$ cat config.mk
export PLATFORM = sky130hd
export DESIGN_NAME = mips_muldiv_unit
export DESIGN_NICKNAME = d
export VERILOG_FILES = /design/src/rtl/mips_muldiv_unit.sv
export SDC_FILE = /design/constraint.sdc
export NUM_CORES = 1
export LEC_CHECK = 0
export BUFFER_PORTS_ARGS = -buffer_cell sky130_fd_sc_hd__buf_2
export CAP_MARGIN = 40
export CORE_ASPECT_RATIO = 0.6
export CORE_UTILIZATION = 25
export DETAILED_ROUTE_END_ITERATION = 10
export PLACE_DENSITY_LB_ADDON = 0.15
export SETUP_SLACK_MARGIN = 0.2
export SKIP_LAST_GASP = 1
export SYNTH_ARGS = -nofsm -noshare
export SYNTH_HDL_FRONTEND = slang
export SYNTH_SLANG_ARGS = --single-unit
$ cat constraint.sdc
create_clock -name clk -period 4.79 [get_ports clk]
set_input_delay 0.479 -clock clk [delete_from_list [all_inputs] [get_ports clk]]
set_output_delay 0.479 -clock clk [all_outputs]
set_load 0.03 [all_outputs]
$ cat src/rtl/mips_muldiv_unit.sv
// Iterative MIPS multiply/divide unit with architectural HI/LO registers.
// Define MULDIV_FAST_MUL_EN for a single-cycle combinational MULT/MULTU path.
module mips_muldiv_unit #(
    parameter int WIDTH = 32,
    parameter int OPW   = 3
) (
    input  logic             clk,
    input  logic             reset,
    input  logic             start,
    input  logic [OPW-1:0]   op,
    input  logic [WIDTH-1:0] srca,
    input  logic [WIDTH-1:0] srcb,
    input  logic             cancel,
    output logic             busy,
    output logic             done,
    output logic             divzero,
    output logic [WIDTH-1:0] hi,
    output logic [WIDTH-1:0] lo
);

    localparam int W2 = 2 * WIDTH;
    localparam int CW = (WIDTH > 1) ? $clog2(WIDTH) : 1;
    localparam logic [CW-1:0] LAST = CW'(WIDTH - 1);

    localparam logic [OPW-1:0] OP_MULT  = OPW'(0);
    localparam logic [OPW-1:0] OP_MULTU = OPW'(1);
    localparam logic [OPW-1:0] OP_DIV   = OPW'(2);
    localparam logic [OPW-1:0] OP_DIVU  = OPW'(3);
    localparam logic [OPW-1:0] OP_MTHI  = OPW'(4);
    localparam logic [OPW-1:0] OP_MTLO  = OPW'(5);

    typedef enum logic [1:0] {S_IDLE, S_MUL, S_DIV, S_COMMIT} state_t;

    state_t           state;
    logic [W2-1:0]    acc;      // MUL: {partial product, multiplier}; DIV: {remainder, quotient}
    logic [WIDTH-1:0] opnd;     // multiplicand or divisor magnitude
    logic [CW-1:0]    count;
    logic             neg_res;
    logic             neg_rem;
    logic             is_div;
    logic             dz;

    logic             signed_op;
    logic             a_neg;
    logic             b_neg;
    logic [WIDTH-1:0] a_abs;
    logic [WIDTH-1:0] b_abs;
    logic [WIDTH:0]   mul_sum;
    logic [W2-1:0]    mul_next;
    logic [WIDTH+1:0] div_diff;
    logic [W2-1:0]    div_next;
    logic [WIDTH-1:0] quo_raw;
    logic [WIDTH-1:0] rem_raw;
    logic [W2-1:0]    prod_fix;
    logic [WIDTH-1:0] quo_fix;
    logic [WIDTH-1:0] rem_fix;

    // NOTE: every always_comb output gets a default first so no path can leave it unassigned and infer a latch.
    always_comb begin
        signed_op = 1'b0;
        if (op == OP_MULT || op == OP_DIV)
            signed_op = 1'b1;
        a_neg = signed_op & srca[WIDTH-1];
        b_neg = signed_op & srcb[WIDTH-1];
        a_abs = a_neg ? (~srca + 1'b1) : srca;
        b_abs = b_neg ? (~srcb + 1'b1) : srcb;
    end

    always_comb begin
        mul_sum  = {1'b0, acc[W2-1:WIDTH]} + {1'b0, opnd};
        mul_next = acc[0] ? {mul_sum, acc[WIDTH-1:1]} : {1'b0, acc[W2-1:1]};

        // Trial subtract of the divisor from the shifted-in partial remainder.
        div_diff = {1'b0, acc[W2-1:WIDTH], acc[WIDTH-1]} - {2'b00, opnd};
        div_next = div_diff[WIDTH+1] ? {acc[W2-2:0], 1'b0}
                                     : {div_diff[WIDTH-1:0], acc[WIDTH-2:0], 1'b1};
    end

    always_comb begin
        quo_raw  = acc[WIDTH-1:0];
        rem_raw  = acc[W2-1:WIDTH];
        prod_fix = neg_res ? (~acc + 1'b1) : acc;
        quo_fix  = neg_res ? (~quo_raw + 1'b1) : quo_raw;
        rem_fix  = neg_rem ? (~rem_raw + 1'b1) : rem_raw;
        if (dz)
            quo_fix = '1;
    end

    // NOTE: sequential state uses non-blocking assignments so every register samples pre-edge values.
    always_ff @(posedge clk or negedge reset) begin
        if (!reset) begin
            state   <= S_IDLE;
            acc     <= '0;
            opnd    <= '0;
            count   <= '0;
            neg_res <= 1'b0;
            neg_rem <= 1'b0;
            is_div  <= 1'b0;
            dz      <= 1'b0;
            busy    <= 1'b0;
            done    <= 1'b0;
            divzero <= 1'b0;
            hi      <= '0;
            lo      <= '0;
        end else begin
            done    <= 1'b0;
            divzero <= 1'b0;
            case (state)
                S_IDLE: begin
                    if (start && !cancel) begin
                        case (op)
                            OP_MULT, OP_MULTU: begin
`ifdef MULDIV_FAST_MUL_EN
                                acc   <= W2'(a_abs) * W2'(b_abs);
                                state <= S_COMMIT;
`else
                                acc   <= {{WIDTH{1'b0}}, b_abs};
                                state <= S_MUL;
`endif
                                opnd    <= a_abs;
                                neg_res <= a_neg ^ b_neg;
                                neg_rem <= 1'b0;
                                is_div  <= 1'b0;
                                dz      <= 1'b0;
                                count   <= '0;
                                busy    <= 1'b1;
                            end
                            OP_DIV, OP_DIVU: begin
                                acc     <= {{WIDTH{1'b0}}, a_abs};
                                opnd    <= b_abs;
                                neg_res <= a_neg ^ b_neg;
                                neg_rem <= a_neg;
                                is_div  <= 1'b1;
                                dz      <= (srcb == '0);
                                count   <= '0;
                                busy    <= 1'b1;
                                state   <= S_DIV;
                            end
                            OP_MTHI: hi <= srca;
                            OP_MTLO: lo <= srca;
                            default: ;
                        endcase
                    end
                end
                S_MUL: begin
                    if (cancel) begin
                        busy  <= 1'b0;
                        state <= S_IDLE;
                    end else begin
                        acc   <= mul_next;
                        count <= count + 1'b1;
                        if (count == LAST)
                            state <= S_COMMIT;
                    end
                end
                S_DIV: begin
                    if (cancel) begin
                        busy  <= 1'b0;
                        state <= S_IDLE;
                    end else begin
                        acc   <= div_next;
                        count <= count + 1'b1;
                        if (count == LAST)
                            state <= S_COMMIT;
                    end
                end
                S_COMMIT: begin
                    busy  <= 1'b0;
                    state <= S_IDLE;
                    if (!cancel) begin
                        if (is_div) begin
                            hi <= rem_fix;
                            lo <= quo_fix;
                        end else begin
                            hi <= prod_fix[W2-1:WIDTH];
                            lo <= prod_fix[WIDTH-1:0];
                        end
                        done    <= 1'b1;
                        divzero <= is_div & dz;
                    end
                end
                default: begin
                    busy  <= 1'b0;
                    state <= S_IDLE;
                end
            endcase
        end
    end

endmodule

==> results.py, run 1 <==
metrics = {
    "route": {
        "first_pass_iters": 5,
        "drt_iter0_drc": 1703,
        "drc": 0,
        "routed_wl_um": 72800,
        "wl_per_cell_um": 25.5,
        "num_vias": 15930,
        "drt-vias-per-instance": 5.59,
        "ant_nets": 0,
    },
    "cts": {
        "clkTransAtPathRegs_ns": 0.08,
        "post-cts-setup-buffers": 0,
        "insertion_delay_ns": 0.48,
        "cts_buffer_depth": 2,
        "numCtsBuffers": 17,
        "cts_hold_buf": 0,
        "post_cts_resized": 0,
        "cts_sinks": 174,
        "h-tree-depth": 4,
        "root_buffer": "clkbuf_16",
        "cts_tree": "done",
    },
    "timing": {
        "period_share_pct": 82.3,
        "worst_pin_slew_ns": 0.901,
        "slew_headroom_pct": 39.5,
        "drv_slew": 0,
        "setup_viol": 0,
        "hold_viol_final": 0,
        "fin_crit_ns": 3.94,
        "fmax_mhz": 254,
        "rsz0062_at_grt": "no",
        "fin_setup_tns_ns": 0,
        "fin_skew_ns": 0.0182,
    },
    "synth": {
        "synth_seq_cells": 174,
        "seq_area_frac_synth_pct": 28.3,
        "yosysWarnings": 0,
        "synth_edf_count": 0,
        "async_reset_ff_share_pct": 100,
        "synth_flop_cell": "dfrtp_1",
        "avgSynthCellArea_sq_um": 7.90,
        "syn_area_sq_um": 15400,
        "yosysUniqueCellTypes": 82,
        "synthCells": 1945,
        "syn_nets": 2092,
    },
    "place": {
        "detailed_place_hpwl_um": 57400,
        "numPortBuffers": 137,
        "gp_congestion": 0.931,
    },
    "floorplan": {
        "core_sq_um": 59900,
        "die_w_um": 322,
        "start_util_pct": 25.6,
        "dieHeight_um": 194,
        "num_io_pins": 138,
        "rows": 69,
        "dieArea_sq_um": 62500,
    },
    "status": {
        "status": "completed",
    },
    "grt": {
        "grt_pass1_wl_um": 106000,
        "overflow": 0,
        "grt_max_degree": 104,
        "grt_pass1_vias": 14493,
        "antenna_found_initial": 1,
        "grt_util_all_layers_pct": 23.1,
    },
    "setup_path": {
        "regToRegEndpoint": "hi[6]$_DFFE_PN0P_",
        "regToRegSetupSlack_ns": 0.85,
        "critPathBufInv": 0,
        "crit_chain": "or4_4, or4b_4, or3_4, or4_1, o31a_4, a21oi_1, xnor2_1, mux2i_1, o21ai_0",
        "crit_family": "simple AND/OR/NAND/NOR gates",
        "crit_required_ns": 5.12,
        "cp.depth": 9,
        "worst-endpoint-arrival_ns": 4.27,
        "critical_path_class": "flip-flop to flip-flop",
        "max_stage_delay_ns": 0.65,
        "rr_startpoint": "acc[11]$_DFFE_PN0P_",
        "slowest_stage": "or4_1",
        "crit_fanout": 7,
        "end_kind": "flip-flop",
        "reg2reg_depth": 9,
        "start_kind": "flip-flop",
    },
    "finish": {
        "syn2layout_area_growth_pct": 14.7,
        "final_util_pct": 29.4,
        "nets": 2169,
        "n_antenna_cell": 0,
        "drive_gt1_share_pct": 13.5,
    },
    "pwr": {
        "irDropWorstVdd_mv": 0.296,
        "pwr_density_cell_nw_per_um2": 813,
        "power_leakage_nw": 7.62,
    },
    "run": {
        "drv_cap": 0,
    },
    "worst_hold_path": {
        "worstHoldPathType": "input port to async pin",
    },
}
[cell type report]
cell class / instances / area, sq um
clock buffer: 19 / 453
multi-input combinational: 1569 / 10200
tap: 816 / 1020
inverter: 61 / 229
timing repair buffer: 199 / 1220
sequential: 174 / 4350
clock inverter: 13 / 148
fill: 6530 / 42300
[state kept, by name, indices dropped and copies added (netlist names), 2 cells and up]
name and flops:
count 5, state 2, opnd 32, lo 32
acc 64, hi 32
[layout by cell type, fill, tap and decap left out, drive strengths merged, types with 25 or more instances in the layout]
master / instances
o221ai: 31
a21o: 30
inv: 67
a21oi: 142
o31ai: 30
xor2: 70
mux2i: 39
nand2b: 25
dfrtp: 174
xnor2: 104
nor2: 128
nand2: 232
ha: 74
o22ai: 33
nand3: 40
nor3: 32
a22oi: 39
o21ai: 214
buf: 197
[through the flow]
step	total power, mW	setup WS (ns)	cells	hold WS, ns	area, sq um
6_report	14.3	0.849	2851	0.0295	17600
5_1_grt	15.3	0.625	2851	0.0682	17600
2_1_floorplan	9.24	1.30	1945	0.183	15400
3_3_place_gp	12.5	0.871	2812	0.456	16900
3_5_place_dp	12.6	0.890	2818	0.465	17000
4_1_cts	14.1	0.867	2850	0.0526	17600
[how the worst max path moves through the flow]
stage | slack (ns) | from | endpoint
finish | 0.85 | acc[11]$_DFFE_PN0P_ | hi[6]$_DFFE_PN0P_
global route | 0.62 | acc[32]$_DFFE_PN0P_ | acc[40]$_DFFE_PN0P_
global placement | 0.87 | acc[22]$_DFFE_PN0P_ | hi[19]$_DFFE_PN0P_
CTS | 0.87 | acc[11]$_DFFE_PN0P_ | hi[6]$_DFFE_PN0P_
detailed placement | 0.89 | acc[11]$_DFFE_PN0P_ | hi[6]$_DFFE_PN0P_
floorplan | 1.30 | acc[11]$_DFFE_PN0P_ | hi[4]$_DFFE_PN0P_
[where the power goes]
group          internal, mW  total (mW)  switching (mW)
Sequential             2.12        3.12           0.992
Combinational          3.44        9.69            6.25
Clock                 0.768        1.52           0.749
Total                  6.33        14.3            7.99
[cells in the mapped netlist (4+ instances only)]
library cell,count,area [sq um]
nand3b_1,6,45.0
xnor2_1,104,911
and2_1,7,43.8
nor2b_1,5,31.3
o22ai_1,33,206
a22oi_1,39,293
a21o_1,30,225
a22o_1,21,184
dfrtp_1,174,4350
o21a_1,16,120
o21bai_1,6,45.0
nand4_1,14,87.6
or3_1,16,100
ha_1,74,926
a21oi_1,142,711
a31oi_1,15,93.8
clkbuf_1,112,420
or4_1,13,97.6
nor2_1,128,480
a211o_1,4,35.0
o41ai_1,16,140
buf_1,14,52.6
buf_6,5,56.3
and3_1,15,93.8
a21boi_0,4,30.0
o21ai_0,213,1070
nand2b_1,25,156
inv_1,61,229
nand3_1,40,200
xor2_1,70,613
o31ai_1,29,218
o221ai_1,31,272
a221oi_1,14,123
mux2i_1,39,390
o211ai_1,22,165
a211oi_1,18,135
mux2_2,21,236
o31a_1,5,43.8
nor3_1,32,160
nor4_1,22,138
o2111ai_1,4,35.0
nand2_1,231,867
[cell families (layout without fill, tap and decap cells)]
logic type | count (synthesis) | after routing | share of synthesized area (%)
adder cells (fa/ha/maj) | 76 | 76 | 6.29
buffers and inverters | 202 | 292 | 5.46
multiplexers | 60 | 60 | 4.08
AO/OA/AOI/OAI | 685 | 685 | 28.5
AND/OR/NAND/NOR | 574 | 574 | 17.4
XOR/XNOR | 174 | 174 | 9.92
flip-flops | 174 | 174 | 28.3
[per-layer routing]
metal | routed length (um) | global-route usage, % | vias up
li1 | - | - | 7283
met1 | 38700 | 39.4 | 7816
met2 | 25100 | 26.6 | 800
met3 | 8430 | 7.46 | 31
met4 | 572 | 2.79 | 0
met5 | 0 | 0 | -
Power figures use the tool's default switching activity.
==> inputs of run 2 (changes only) <==
==> constraint.sdc (replaced) <==
create_clock -name clk -period 3.4 [get_ports clk]
set_input_delay 0.34 -clock clk [delete_from_list [all_inputs] [get_ports clk]]
set_output_delay 0.34 -clock clk [all_outputs]
set_load 0.03 [all_outputs]
==> run 2 against run 1 <==
Effect of this change:
- non-clock buffer count is 116 higher
- clock power is 42% higher
- clock skew down 0.0045 ns
- cell count up 4.2%
- clock-buffer cell count is 2 lower
- global-route usage is 0.39 points higher
- largest cell class unchanged
- largest power group unchanged
==> results.py, run 2 (same netlist as run 1, synthesis figures left out) <==
metrics = {
    "floorplan": {
        "core_sq_um": 59900,
        "die_w_um": 322,
        "num_io_pins": 138,
        "dieArea_sq_um": 62500,
        "dieHeight_um": 194,
        "start_util_pct": 25.6,
        "rows": 69,
    },
    "grt": {
        "grt_pass1_wl_um": 107000,
        "grt_pass1_vias": 15177,
        "grt_util_all_layers_pct": 23.5,
        "overflow": 0,
        "antenna_found_initial": 1,
        "grt_use_met1_pct": 39.3,
        "globalRouteMet3Util_pct": 6.97,
        "globalRouteMet2Util_pct": 28.3,
        "grt_max_degree": 80,
        "grt.busiest_layer": "met1",
    },
    "route": {
        "ant_nets": 0,
        "num_vias": 16431,
        "drt_iter0_drc": 1780,
        "first_pass_iters": 6,
        "drt-vias-per-instance": 5.53,
        "wl_per_cell_um": 25.1,
        "routed_wl_um": 74700,
        "drc": 0,
    },
    "pwr": {
        "power_leakage_nw": 8.26,
        "pwr_density_cell_nw_per_um2": 1140,
        "irDropWorstVdd_mv": 0.688,
        "p_total_mw": 21.4,
    },
    "setup_path": {
        "worst-endpoint-arrival_ns": 3.69,
        "crit_fanout": 3,
        "start_kind": "flip-flop",
        "crit_required_ns": 3.77,
        "end_kind": "flip-flop",
        "critical_path_class": "flip-flop to flip-flop",
    },
    "timing": {
        "period_share_pct": 97.7,
        "fmax_mhz": 301,
        "slew_headroom_pct": 40.3,
        "hold_viol_final": 0,
        "fin_setup_tns_ns": 0,
        "drv_slew": 0,
        "fin_skew_ns": 0.0137,
        "hold_ws_ns": 0.223,
        "worst_pin_slew_ns": 0.895,
        "setup_slack_ns": 0.0771,
        "rsz0062_at_grt": "yes",
        "fin_crit_ns": 3.32,
        "setup_viol": 0,
    },
    "status": {
        "status": "completed",
    },
    "worst_hold_path": {
        "worstHoldPathType": "input port to flip-flop",
    },
    "run": {
        "drv_cap": 0,
    },
    "cts": {
        "insertion_delay_ns": 0.48,
        "cts_sinks": 174,
        "cts_buffer_depth": 2,
        "root_buffer": "clkbuf_16",
        "cts_tree": "done",
        "numCtsBuffers": 17,
        "h-tree-depth": 4,
        "clkTransAtPathRegs_ns": 0.09,
    },
    "finish": {
        "regMostFlops": "acc",
        "drive_gt1_share_pct": 20.8,
        "syn2layout_area_growth_pct": 22.8,
        "finalNonFillerCells": 2970,
        "mostFrequentLayoutCell": "nand2_1",
        "final_cell_mix": "229 x nand2_1, 178 x o21ai_0, 171 x dfrtp_1",
        "nets": 2285,
        "final_cell_area_sq_um": 18900,
        "largest_register_ffs": 64,
        "final_util_pct": 31.5,
    },
    "place": {
        "detailed_place_hpwl_um": 58800,
        "place_area_sq_um": 17800,
        "gp_congestion": 0.979,
        "place_ws_ns": 0.0350,
        "dp.cells": 2921,
        "numPortBuffers": 137,
    },
}
## run 2: changes by cell type in the layout (fill, tap and decap cells not counted), sizes merged, moves of 2 or more
cell,previous run,this run
inv,67,69
diode,0,3
clkinv,3,6
clkbuf,20,18
buf,197,313
clkinvlp,3,1
## run 2: per-layer routing
| layer | vias up | routed length (um) | share of wire, % |
|---|---|---|---|
| met5 | - | 0 | 0 |
| met4 | 0 | 642 | 0.86 |
| met3 | 37 | 7950 | 11 |
| met2 | 787 | 26400 | 35 |
| met1 | 8088 | 39600 | 53 |
| li1 | 7519 | - | - |
## run 2: worst paths after layout
| check | from | endpoint | slack, ns | depth (start not counted) |
|---|---|---|---|---|
| max | acc[11]$_DFFE_PN0P_ | hi[4]$_DFFE_PN0P_ | 0.08 | 9 |
| min | srcb[31] | dz$_DFFE_PN0P_ | 0.22 | 2 |
| max reg2reg | acc[11]$_DFFE_PN0P_ | hi[4]$_DFFE_PN0P_ | 0.08 | 9 |
| min reg2reg | lo[27]$_DFFE_PN0P_ | lo[27]$_DFFE_PN0P_ | 0.48 | 2 |
| max in group asynchronous | reset | acc[38]$_DFFE_PN0P_ | 2.17 | 3 |
| min in group asynchronous | reset | hi[23]$_DFFE_PN0P_ | 0.33 | 2 |
## run 2: final cells by class
type,instances,area [sq um]
diodes,3,7.51
repair buffers,315,2120
flip-flops and latches,174,4360
well taps,816,1020
clock buffers,17,425
inverters,61,229
fillers,6488,41000
clock inverters,15,171
multi-input cells,1569,10500
## run 2: timing repair
action                                  4_1_cts  5_1_grt
endpoints found under the hold margin        33        0
gates resized for setup                      29       60
endpoints found under the setup margin       50       60
buffers inserted                              2       11
pin swaps                                    14       28
hold buffers                                  1        0
## run 2: worst max-delay path, cell delays in order (launching register included)
cell	delay (ns)
dfrtp_1	0.38
or4_4	0.54
or4b_4	0.49
or3_4	0.34
or4_4	0.54
o31a_4	0.32
or2_1	0.24
xor2_1	0.14
mux2i_1	0.14
o21ai_1	0.07
## run 2: report_power, final
group / total (mW) / switching, mW / internal [mW]
combinational: 15.3 / 9.55 / 5.74
sequential: 3.99 / 0.986 / 3.00
clock: 2.16 / 1.17 / 0.996
total: 21.4 / 11.7 / 9.74
==> inputs of run 3 (changes only) <==
--- a/config.mk
+++ b/config.mk
@@ -8,6 +8,7 @@
 export BUFFER_PORTS_ARGS = -buffer_cell sky130_fd_sc_hd__buf_2
 export CAP_MARGIN = 40
 export CORE_ASPECT_RATIO = 0.6
+export CORE_MARGIN = 10
 export CORE_UTILIZATION = 25
 export DETAILED_ROUTE_END_ITERATION = 10
 export PLACE_DENSITY_LB_ADDON = 0.15
==> run 3 against run 2 <==
Effect of this change:
- cell count rose by 0.61%
- utilization fell by 0.59 points
- sequential power barely moved
- wire length rose by 1.4%
- critical path type unchanged
- largest power group unchanged
==> results.py, run 3 (same netlist as run 1, synthesis figures left out) <==
metrics = {
    "timing": {
        "period_share_pct": 99.1,
        "rsz0062_at_grt": "yes",
        "hold_viol_final": 0,
        "setup_viol": 0,
        "drv_slew": 0,
        "fin_skew_ns": 0.0215,
        "setup_slack_ns": 0.0290,
        "worst_pin_slew_ns": 0.938,
        "fin_crit_ns": 3.37,
        "fmax_mhz": 297,
        "hold_ws_ns": 0.258,
        "slew_headroom_pct": 37.5,
    },
    "floorplan": {
        "dieHeight_um": 212,
        "die_w_um": 340,
        "start_util_pct": 25.2,
        "rows": 70,
        "num_io_pins": 138,
        "core_sq_um": 60900,
        "dieArea_sq_um": 72100,
    },
    "cts": {
        "insertion_delay_ns": 0.48,
        "root_buffer": "clkbuf_16",
        "numCtsBuffers": 17,
        "clkTransAtPathRegs_ns": 0.08,
        "cts_sinks": 174,
        "h-tree-depth": 4,
        "cts_buffer_depth": 2,
        "cts_tree": "done",
    },
    "grt": {
        "grt_pass1_vias": 15632,
        "grt_max_degree": 85,
        "grt_util_all_layers_pct": 20.3,
        "grt_pass1_wl_um": 110000,
        "antenna_found_initial": 2,
        "overflow": 0,
    },
    "finish": {
        "regMostFlops": "acc",
        "drive_gt1_share_pct": 20.4,
        "syn2layout_area_growth_pct": 22.5,
        "final_cell_mix": "230 x nand2_1, 180 x buf_4, 177 x o21ai_0",
        "multiInputGateArea_sq_um": 10500,
        "nets": 2294,
        "largest_register_ffs": 64,
        "regArea_sq_um": 4360,
        "fillerInstances": 6526,
        "mostFrequentLayoutCell": "nand2_1",
    },
    "route": {
        "num_vias": 16362,
        "first_pass_iters": 5,
        "drt_iter0_drc": 1933,
        "routed_wl_um": 75700,
        "ant_nets": 0,
        "drc": 0,
        "wl_per_cell_um": 25.3,
        "drt-vias-per-instance": 5.48,
    },
    "pwr": {
        "irDropWorstVdd_mv": 0.670,
        "clock_power_share_pct": 9.9,
        "pwr_density_cell_nw_per_um2": 1130,
        "seqPwrFrac_pct": 18.7,
        "p_total_mw": 21.4,
        "power_leakage_nw": 8.26,
        "internal_power_mw": 9.79,
        "p_sw_share_pct": 54.2,
        "pwr-share-comb_pct": 71.4,
        "switchingPower_mw": 11.6,
    },
    "run": {
        "drv_cap": 0,
    },
    "setup_path": {
        "regToRegEndpoint": "hi[6]$_DFFE_PN0P_",
        "max_stage_delay_ns": 0.54,
        "worst-endpoint-arrival_ns": 3.74,
        "path_common_cell": "or4_4",
        "crit_chain": "or4_4, or4b_4, or3_4, or4_4, o31a_4, buf_4, a21oi_1, xnor2_1, mux2i_1, o21ai_0",
        "start_kind": "flip-flop",
        "end_kind": "flip-flop",
        "slowest_stage": "or4_4",
        "crit_fanout": 4,
        "rr_startpoint": "acc[11]$_DFFE_PN0P_",
        "critical_path_class": "flip-flop to flip-flop",
        "crit_required_ns": 3.77,
        "regToRegSetupSlack_ns": 0.03,
        "reg2reg_depth": 10,
    },
    "worst_hold_path": {
        "hold_start": "srcb[31]",
        "worstHoldPathType": "input port to flip-flop",
        "min_path_cells": 2,
        "holdPathEnd": "dz$_DFFE_PN0P_",
    },
    "place": {
        "gp_congestion": 0.932,
        "numPortBuffers": 137,
        "detailed_place_hpwl_um": 60000,
        "place_ws_ns": 0.0489,
    },
    "status": {
        "status": "completed",
    },
}
run 3: routing by layer:
layer	GRT usage, %	vias to the layer above	part of all wire (%)	wire length, um
li1	-	7534	-	-
met1	32.5	8056	52	39400
met2	25.3	723	36	27100
met3	6.82	47	11	8520
met4	2.55	2	0.89	677
met5	0	-	0.017	13
run 3: critical path: cells and delay by family (launching register included):
family	cells	cell delay, ns
AO/OA/AOI/OAI	3	0.60
XOR/XNOR	1	0.13
flip-flops	1	0.38
buffers and inverters	1	0.14
multiplexers	1	0.09
AND/OR/NAND/NOR	4	1.92
run 3: worst max-delay path by stage:
| stage | endpoint | startpoint |
|---|---|---|
| after global routing | hi[6]$_DFFE_PN0P_ | acc[11]$_DFFE_PN0P_ |
| after floorplan | hi[4]$_DFFE_PN0P_ | acc[11]$_DFFE_PN0P_ |
| after CTS | hi[6]$_DFFE_PN0P_ | acc[11]$_DFFE_PN0P_ |
| final | hi[6]$_DFFE_PN0P_ | acc[11]$_DFFE_PN0P_ |
| after global placement | hi[20]$_DFFE_PN0P_ | acc[11]$_DFFE_PN0P_ |
| after detailed placement | hi[20]$_DFFE_PN0P_ | acc[11]$_DFFE_PN0P_ |
run 3: power groups by stage:
stage / combinational [mW] / clock [mW] / sequential, mW
2_1_floorplan: 8.71 / 0 / 4.36
3_3_place_gp: 14.6 / 0 / 4.00
3_5_place_dp: 14.5 / 0 / 4.01
4_1_cts: 14.7 / 2.15 / 3.98
5_1_grt: 16.5 / 2.23 / 4.09
6_report: 15.2 / 2.12 / 4.00
run 3: per-stage QoR:
step / cell area [sq um] / setup TNS, ns / utilization, % / cells
finish: 18800 / 0 / 30.9 / 2988
global route: 18800 / -0.306 / 30.9 / 2987
CTS: 18600 / 0 / 30.5 / 2984
detailed placement: 18000 / 0 / 29.5 / 2951
global placement: 18000 / 0 / 29.5 / 2951
floorplan: 15400 / -0.295 / - / 1945
run 3: final cells by class:
type | instances | share of cell area (%)
multi-input combinational | 1569 | 55.5
sequential | 174 | 23.2
timing repair buffer | 324 | 11.5
tap | 828 | 5.50
clock buffer | 18 | 2.28
inverter | 61 | 1.22
clock inverter | 13 | 0.778
antenna | 1 | 0.0133
run 3: repair_timing:
| item | CTS | global route |
|---|---|---|
| gates cloned | 0 | 0 |
| endpoints found under the setup margin | 46 | 65 |
| resized for setup | 11 | 57 |
| pin swaps | 3 | 18 |
| setup buffers | 1 | 3 |
| hold buffers | 1 | 0 |
| hold endpoints to repair | 62 | 0 |
